[src/rtl/tri_feeder_pkg.sv]
// tri_feeder shared types: vertex bundle, mesh word layout, FSM states.
// Also holds the signed-area helper used by the optional back-face cull.
package tri_feeder_pkg;

    // vertex as {x, y, z}: index 0 = z, 1 = y, 2 = x
    typedef logic [2:0][8:0] vert_t;

    // 27-bit mesh word field offsets
    localparam int FLD_W = 9;
    localparam int X_LSB = 0;
    localparam int Y_LSB = 9;
    localparam int Z_LSB = 18;

    // feeder FSM encoding
    typedef logic [2:0] state_t;
    localparam state_t S_IDLE    = 3'd0;
    localparam state_t S_FETCH   = 3'd1;
    localparam state_t S_CULL    = 3'd2;
    localparam state_t S_PRESENT = 3'd3;
    localparam state_t S_DONE    = 3'd4;

    function automatic vert_t unpack_word(input logic [26:0] w);
        vert_t v;
        v[0] = w[Z_LSB +: FLD_W];
        v[1] = w[Y_LSB +: FLD_W];
        v[2] = w[X_LSB +: FLD_W];
        return v;
    endfunction

    // A = (x2-x1)*(y3-y1) - (y2-y1)*(x3-x1)
    function automatic logic signed [20:0] tri_area(
        input vert_t a,
        input vert_t b,
        input vert_t c
    );
        logic signed [9:0] dx21;
        logic signed [9:0] dy31;
        logic signed [9:0] dy21;
        logic signed [9:0] dx31;
        logic signed [20:0] p;
        logic signed [20:0] q;
        dx21 = $signed({1'b0, b[2]}) - $signed({1'b0, a[2]});
        dy31 = $signed({1'b0, c[1]}) - $signed({1'b0, a[1]});
        dy21 = $signed({1'b0, b[1]}) - $signed({1'b0, a[1]});
        dx31 = $signed({1'b0, c[2]}) - $signed({1'b0, a[2]});
        p = 21'(dx21) * 21'(dy31);
        q = 21'(dy21) * 21'(dx31);
        return p - q;
    endfunction

endpackage

[src/rtl/tri_feeder.sv]
// tri_feeder: streams an object's triangles from mesh ROM to the rasterizer.
// Define TRI_FEEDER_BACKFACE_CULL_EN to drop triangles with area <= 0.
module tri_feeder
    import tri_feeder_pkg::*;
#(
    parameter int NUM_TRIS    = 12,
    parameter int MEM_LATENCY = 2,
    parameter int ADDR_W      = $clog2(3 * NUM_TRIS)
) (
    input  logic              clk_in,
    input  logic              rst_in,
    input  logic              new_frame,
    input  logic              ready_in,
    output logic [ADDR_W-1:0] mem_addr,
    input  logic [26:0]       mem_data,
    output logic [2:0][8:0]   vert1,
    output logic [2:0][8:0]   vert2,
    output logic [2:0][8:0]   vert3,
    output logic              valid_tri,
    output logic              obj_done,
    output logic              busy
);

    localparam int IDX_W = (NUM_TRIS > 1) ? $clog2(NUM_TRIS) : 1;
    localparam int CNT_W = $clog2(MEM_LATENCY + 3);

    state_t             state;
    logic [IDX_W-1:0]   tri_idx;
    logic [CNT_W-1:0]   cnt;
    logic               last_tri;
    logic               skip_tri;
    logic [ADDR_W-1:0]  next_base;
    vert_t              word_v;

    assign last_tri  = (tri_idx == IDX_W'(NUM_TRIS - 1));
    assign next_base = ADDR_W'(3 * (int'(tri_idx) + 1));
    assign word_v    = unpack_word(mem_data);

`ifdef TRI_FEEDER_BACKFACE_CULL_EN
    logic signed [20:0] area;
    assign area     = tri_area(vert1, vert2, vert3);
    assign skip_tri = (area <= 21'sd0);
`else
    assign skip_tri = 1'b0;
`endif

    // status flags decoded straight from the state register
    always_comb begin
        busy     = (state != S_IDLE);
        obj_done = (state == S_DONE);
    end

    // fetch three words, optionally cull, then hold until accepted
    always_ff @(posedge clk_in) begin
        if (rst_in) begin
            state     <= S_IDLE;
            tri_idx   <= '0;
            cnt       <= '0;
            mem_addr  <= '0;
            valid_tri <= 1'b0;
            vert1     <= '0;
            vert2     <= '0;
            vert3     <= '0;
        end else begin
            case (state)
                S_IDLE: begin
                    if (new_frame) begin
                        state    <= S_FETCH;
                        tri_idx  <= '0;
                        cnt      <= '0;
                        mem_addr <= '0;
                    end
                end
                S_FETCH: begin
                    cnt <= cnt + CNT_W'(1);
                    if (cnt < CNT_W'(2))
                        mem_addr <= mem_addr + ADDR_W'(1);
                    if (cnt == CNT_W'(MEM_LATENCY))
                        vert1 <= word_v;
                    if (cnt == CNT_W'(MEM_LATENCY + 1))
                        vert2 <= word_v;
                    if (cnt == CNT_W'(MEM_LATENCY + 2)) begin
                        vert3 <= word_v;
                        state <= S_CULL;
                    end
                end
                S_CULL: begin
                    if (!skip_tri) begin
                        valid_tri <= 1'b1;
                        state     <= S_PRESENT;
                    end else if (last_tri) begin
                        state <= S_DONE;
                    end else begin
                        tri_idx  <= tri_idx + IDX_W'(1);
                        cnt      <= '0;
                        mem_addr <= next_base;
                        state    <= S_FETCH;
                    end
                end
                S_PRESENT: begin
                    if (ready_in) begin
                        valid_tri <= 1'b0;
                        if (last_tri) begin
                            state <= S_DONE;
                        end else begin
                            tri_idx  <= tri_idx + IDX_W'(1);
                            cnt      <= '0;
                            mem_addr <= next_base;
                            state    <= S_FETCH;
                        end
                    end
                end
                S_DONE: begin
                    state <= S_IDLE;
                end
                default: begin
                    state     <= S_IDLE;
                    valid_tri <= 1'b0;
                end
            endcase
        end
    end

endmodule

[config.mk]
export PLATFORM = sky130hd
export DESIGN_NAME = tri_feeder
export DESIGN_NICKNAME = d
export VERILOG_FILES = /design/src/rtl/tri_feeder_pkg.sv /design/src/rtl/tri_feeder.sv
export SDC_FILE = /design/constraint.sdc
export NUM_CORES = 1
export LEC_CHECK = 0
export ABC_AREA = 1
export CAP_MARGIN = 15
export CORE_UTILIZATION = 50
export CTS_CLUSTER_DIAMETER = 40
export DETAILED_ROUTE_END_ITERATION = 10
export DONT_BUFFER_PORTS = 1
export SLEW_MARGIN = 10
export SYNTH_ARGS = -nofsm -noshare
export SYNTH_HDL_FRONTEND = slang
export SYNTH_SLANG_ARGS = --single-unit
[constraint.sdc]
create_clock -name clk_in -period 2.5 [get_ports clk_in]
set_input_delay 0.375 -clock clk_in [delete_from_list [all_inputs] [get_ports clk_in]]
set_output_delay 0.375 -clock clk_in [all_outputs]
set_load 0.005 [all_outputs]
## Word level (Yosys, flattened, before mapping)

Cells that the tools add are included.

- Register bits after elaboration: 98
- Logic and storage cells: 67
- Input port bits: 31
- Output and inout bits: 90

- Multiply operators: 1
- Magnitude comparators: 1
- Bitwise logic cells: 1
- Add/sub/neg operators: 4
- Multiplexer cells: 20
- Equality and inequality tests: 13
- Reduce and logical (&&, ||, !) cells: 13

Operators by type and width:

| cell | count |
|---|---|
| $mux W6 | 4 |
| $mux W3 | 7 |
| $pmux W6 S3 | 1 |
| $eq A3 B2 Y1 const B | 4 |
| $mux W4 | 3 |
| $pmux W3 S4 | 1 |
| $ne A2 B2 Y1 const B | 5 |
| $pmux W3 S3 | 1 |
| $pmux W4 S2 | 1 |
| $reduce_and A2 Y1 | 4 |
| $reduce_and A4 Y1 | 2 |
| $add A6 B1 Y6 const B | 1 |
| $eq A3 B3 Y1 const B | 2 |
| $mul A2 B5 Y6 const A | 1 |
| $reduce_bool A3 Y1 | 2 |
| $add A4 B1 Y5 const B | 1 |
| $reduce_and A5 Y1 | 1 |
| $add A4 B1 Y4 const B | 1 |
| $eq A4 B4 Y1 const B | 1 |
| $add A3 B1 Y3 const B | 1 |
| $eq A3 B1 Y1 const B | 1 |
| $logic_not A3 Y1 | 1 |
| $lt A3 B2 Y1 const B | 1 |
| $pmux W1 S3 | 1 |
| 5 further kinds | 5 |

## Logic depth before layout (Yosys ltp)

- Depth in word-level cells: 5
- Mapped depth: 14
- Mapped depth without buffers: 14

## Worst setup path after synthesis

OpenSTA, ideal clock, no wires.

- Path type: reg2reg
- Start point: reg tri_idx[0]
- End point: reg mem_addr[5]
- Buffers on the path: 0
- Data arrival time: 1.750 ns
- Stages on the path, launching flop included: 15
- Required time: 2.430 ns
- Slack: 0.680 ns
- Clock period less this slack: 1.820 ns
- Path through: dfxtp_1 inv_1 ha_1 inv_1 nand3_1 nand2_1 inv_1 ha_1 inv_1 nand2_1 nand3_1 nand2_1 nand2_1 nand3_1 a21oi_1

- Longest elaborated chain between the ends: 5
- Elaborated cells between the ends (all ways): 8
- Classes of those cells: add/sub: 1; mul: 1; eq/ne: 2; mux: 3; reduce/logical: 1

Ends and longest elaborated chain:

| what | line | RTL |
|---|---|---|
| from (decl) | tri_feeder.sv:28 | `logic [IDX_W-1:0] tri_idx;` |
| from (signal assigned) | tri_feeder.sv:94 | `tri_idx <= tri_idx + IDX_W'(1);` |
| from (signal assigned) | tri_feeder.sv:106 | `tri_idx <= tri_idx + IDX_W'(1);` |
| $add A4 B1 Y5 | tri_feeder.sv:36 | `assign next_base = ADDR_W'(3 * (int'(tri_idx) + 1));` |
| $mul A2 B5 Y6 | tri_feeder.sv:36 |  |
| $mux W6 | tri_feeder.sv:103 | `if (last_tri) begin` |
| $mux W6 | tri_feeder.sv:101 | `if (ready_in) begin` |
| $pmux W6 S3 | tri_feeder.sv:65 | `case (state)` |
| to (signal assigned) | tri_feeder.sv:77 | `mem_addr <= mem_addr + ADDR_W'(1);` |
| to (signal assigned) | tri_feeder.sv:96 | `mem_addr <= next_base;` |
| to (signal assigned) | tri_feeder.sv:108 | `mem_addr <= next_base;` |
| to (decl) | tri_feeder.sv:14 | `output logic [ADDR_W-1:0] mem_addr,` |

Parallel ways exist; a longest one is shown, timed or not. The select of a mux whose other input is x is not followed.
A chain may end at the register's enable or synchronous reset.

## Worst setup path after layout

Ends and elaborated chain as after synthesis.

==> results.toml <==
[hold_path]
hold_class = "in -> reg"
hold_path_startpoint = "rst_in"
hold_depth = 1

[sta]
relSlewSlack_pct = 54.7
achievable-frequency_mhz = 494
grt_setup_unrepaired = "no"
timing_max_transition_violations_final = 0
final_min_period_over_clock_period_pct = 81.0
final.setup_skew_ps = 15.5
tightestPinTransition_ps = 678
number_of_setup_violations_in_the_final_report = 0
fin_hold_ws_ps = 72.3
hold_violations = 0
period_needed_ps = 2020
setup_total_negative_slack_ps = 0

[detailed_routing]
drt_pre_antenna_iters = 4
ant_nets = 0
route.detailed.drc = 0
routed_via_count_divided_by_cell_count = 5.39
routed_wire_length_per_instance_um = 15.3
dr.max_layer_used = "met4"
met2RoutedLength_mm = 4.41
detail_route.iter0.violations = 169
detail_route.wirelength_mm = 9.64
via_count = 3409
route.met3.wl_um = 927
met1_length_mm = 4.19

[critical_path]
required_ps = 2790
r2r_slack_ps = 480
timing.critical_path.from = "tri_idx[0]"
end_kind = "flop"
crit_path_start_kind = "flop"
reg2reg_from = "tri_idx[0]"
critical_path.max_fanout = 7
rr_worst_depth = 14
worst-endpoint-arrival_ps = 2320
timing_worst_setup_path_type = "reg -> reg"
worst_r2r_endpoint = "mem_addr[5]"
crit_end = "mem_addr[5]"

[synth]
async_reset_ff_share_pct = 0
synthesis.area_per_instance_um2 = 7.58
synth_fp_nets = 578
synth_top_area_share_pct = 48.2
synth_compound_area_share_pct = 15.0
post-synth-top-count-cell = "sky130_fd_sc_hd__dfxtp_1"
yosys.area_share.adder_pct = 3.07
synth_top_cell_by_area = "sky130_fd_sc_hd__dfxtp_1"
ys_ff_latch = 98
post_synth_inst_count = 537
ys_types = 34
ys_top_cells_by_area = "sky130_fd_sc_hd__dfxtp_1 (48%), sky130_fd_sc_hd__a21oi_1 (8.7%), sky130_fd_sc_hd__nand3_1 (8.4%), sky130_fd_sc_hd__nand2_1 (7.9%), sky130_fd_sc_hd__nor2_1 (6.5%)"
mappedNetlistArea_um2 = 4070
largest_family_of_logic_cells_by_synthesized_area = "simple AND/OR/NAND/NOR gates"
synth.mux.area_fraction_pct = 0
synth_common_cells = "sky130_fd_sc_hd__dfxtp_1 (98), sky130_fd_sc_hd__nand2_1 (86), sky130_fd_sc_hd__a21oi_1 (71), sky130_fd_sc_hd__nor2_1 (71), sky130_fd_sc_hd__nand3_1 (68)"
synthFlopType = "sky130_fd_sc_hd__dfxtp_1"
synth_simple_gate_area_share_pct = 26.8
yosysWarningCount = 0
post_synth_xor_area_fraction_pct = 0.215
synth-edff-count = 0
fraction_of_the_yosys_area_taken_by_sequential_cells_pct = 48.2

[global_routing]
globalRoute.totalOverflow = 0
wire_length_of_the_first_global_routing_pass_mm = 15.7
grtUsageTotal_pct = 23.3
grt_antenna_before_repair = 0
first_global_vias = 3197
grt_start_max_net_pins = 65

[power_and_ir_drop]
vdd_drop_max_v = 0.000445
total_leakage_power_nw = 1.56
pwr_density_cell_nw_per_um2 = 950

[floorplanning]
die_x_um = 92.3
io-pin-count = 121
core_um2 = 7810
floorplan.rows = 32
initial_core_util_pct = 52.2
design.die.area_um2 = 8510
dieHeight_um = 92.3

[place]
buffer_ports.inserted = 0
place.detailed.hpwl_mm = 6.56
place_inst = 616
gp_congestion = 0.872
placement.cell_area_um2 = 4130

[clocking]
cts_root_buf = "sky130_fd_sc_hd__clkbuf_8"
ctsResizeCount = 0
cts_clk_pin_slew_worst_paths_ps = 90
cts.sink_count = 98
cts_max_path_buffers = 2
number_of_buffers_created_by_cts = 9
htree_num_levels = 3
cts_tree = "yes"
postCtsSetupBuffers = 0
clk_latency_ps = 360
ctsHoldBuffers = 0

[run_status]
outcome = "complete, no violations"

[flow_run]
maxCapViolations = 0

[layout]
final_cells = 632
post_route_cells_drive_above_1_share_pct = 7.74
design.final.nets = 566
finish.instance_area_um2 = 4320
diodes = 0
area_growth_syn_to_layout_pct = 6.14
## per-stage QoR
step | setup slack [ps] | total power, mW | utilization [%]
6_report | 475 | 4.11 | 55.4
5_1_grt | 231 | 4.39 | 55.4
4_1_cts | 463 | 4.13 | 55.4
3_5_place_dp | 483 | 3.13 | 52.9
3_3_place_gp | 575 | 3.13 | 52.9
2_1_floorplan | 680 | 2.89 | -
## sequential cells by signal, indices dropped and copies added (netlist names)
name,flops
state,3
vert2,27
valid_tri,1
vert1,27
mem_addr,6
vert3,27
cnt,3
tri_idx,4
## cells in the final DEF, fill, tap and decap left out, drive strengths merged, types with 3 or more instances in the layout
cell     n
nand4    3
nor2    74
a21oi   71
nor3     3
o21ai   43
a211oi   3
inv     32
clkbuf  11
ha      10
dfxtp   98
nand2   92
clkinv   4
nand3   70
buf      8
## metal layers
metal / GRT usage, % / vias up
li1: - / 1753
met1: 29.5 / 1519
met2: 37.0 / 124
met3: 8.46 / 13
met4: 7.16 / 0
met5: 0 / -
## kinds of logic (layout without fill, tap and decap cells)
| group | after synthesis | after routing |
|---|---|---|
| and+or+nand+nor | 246 | 246 |
| AOI/OAI and AO/OA | 119 | 119 |
| DFF | 98 | 98 |
| buffers and inverters | 63 | 56 |
| adders and majority gates | 10 | 10 |
| xor gates and xnor gates | 1 | 1 |
## worst min-delay path by stage
stage	to	slack, ps
2_1_floorplan	vert2[0]	460
3_3_place_gp	vert2[3]	450
3_5_place_dp	vert2[4]	450
4_1_cts	vert2[4]	50
5_1_grt	vert3[9]	40
6_report	vert3[6]	70
## where the power goes
part,switching (mW),internal (mW),total (mW)
sequential,0.178,1.72,1.90
combinational,0.827,0.383,1.21
clock,0.564,0.433,0.997
## final cells by class
type                       count  area, um^2
fill                         768        3480
sequential                    98        1960
multi-input combinational    376        1840
clock buffer                  11         151
inverter                      32         129
tap                          102         128
timing repair buffer           8        72.6
clock inverter                 5        45.0
## worst max-delay path: stages, from the launching register on
cell and delay [ps]:
sky130_fd_sc_hd__dfxtp_1 460, sky130_fd_sc_hd__inv_1 90, sky130_fd_sc_hd__ha_1 350, sky130_fd_sc_hd__inv_1 90, sky130_fd_sc_hd__nand3_1 110, sky130_fd_sc_hd__nand2_1 110, sky130_fd_sc_hd__inv_1 40, sky130_fd_sc_hd__ha_1 180
sky130_fd_sc_hd__inv_1 50, sky130_fd_sc_hd__nand2_1 70, sky130_fd_sc_hd__nand3_1 100, sky130_fd_sc_hd__nand2_1 60, sky130_fd_sc_hd__nand2_1 60, sky130_fd_sc_hd__nand3_1 60, sky130_fd_sc_hd__a21oi_1 130
Power figures use the tool's default switching activity.
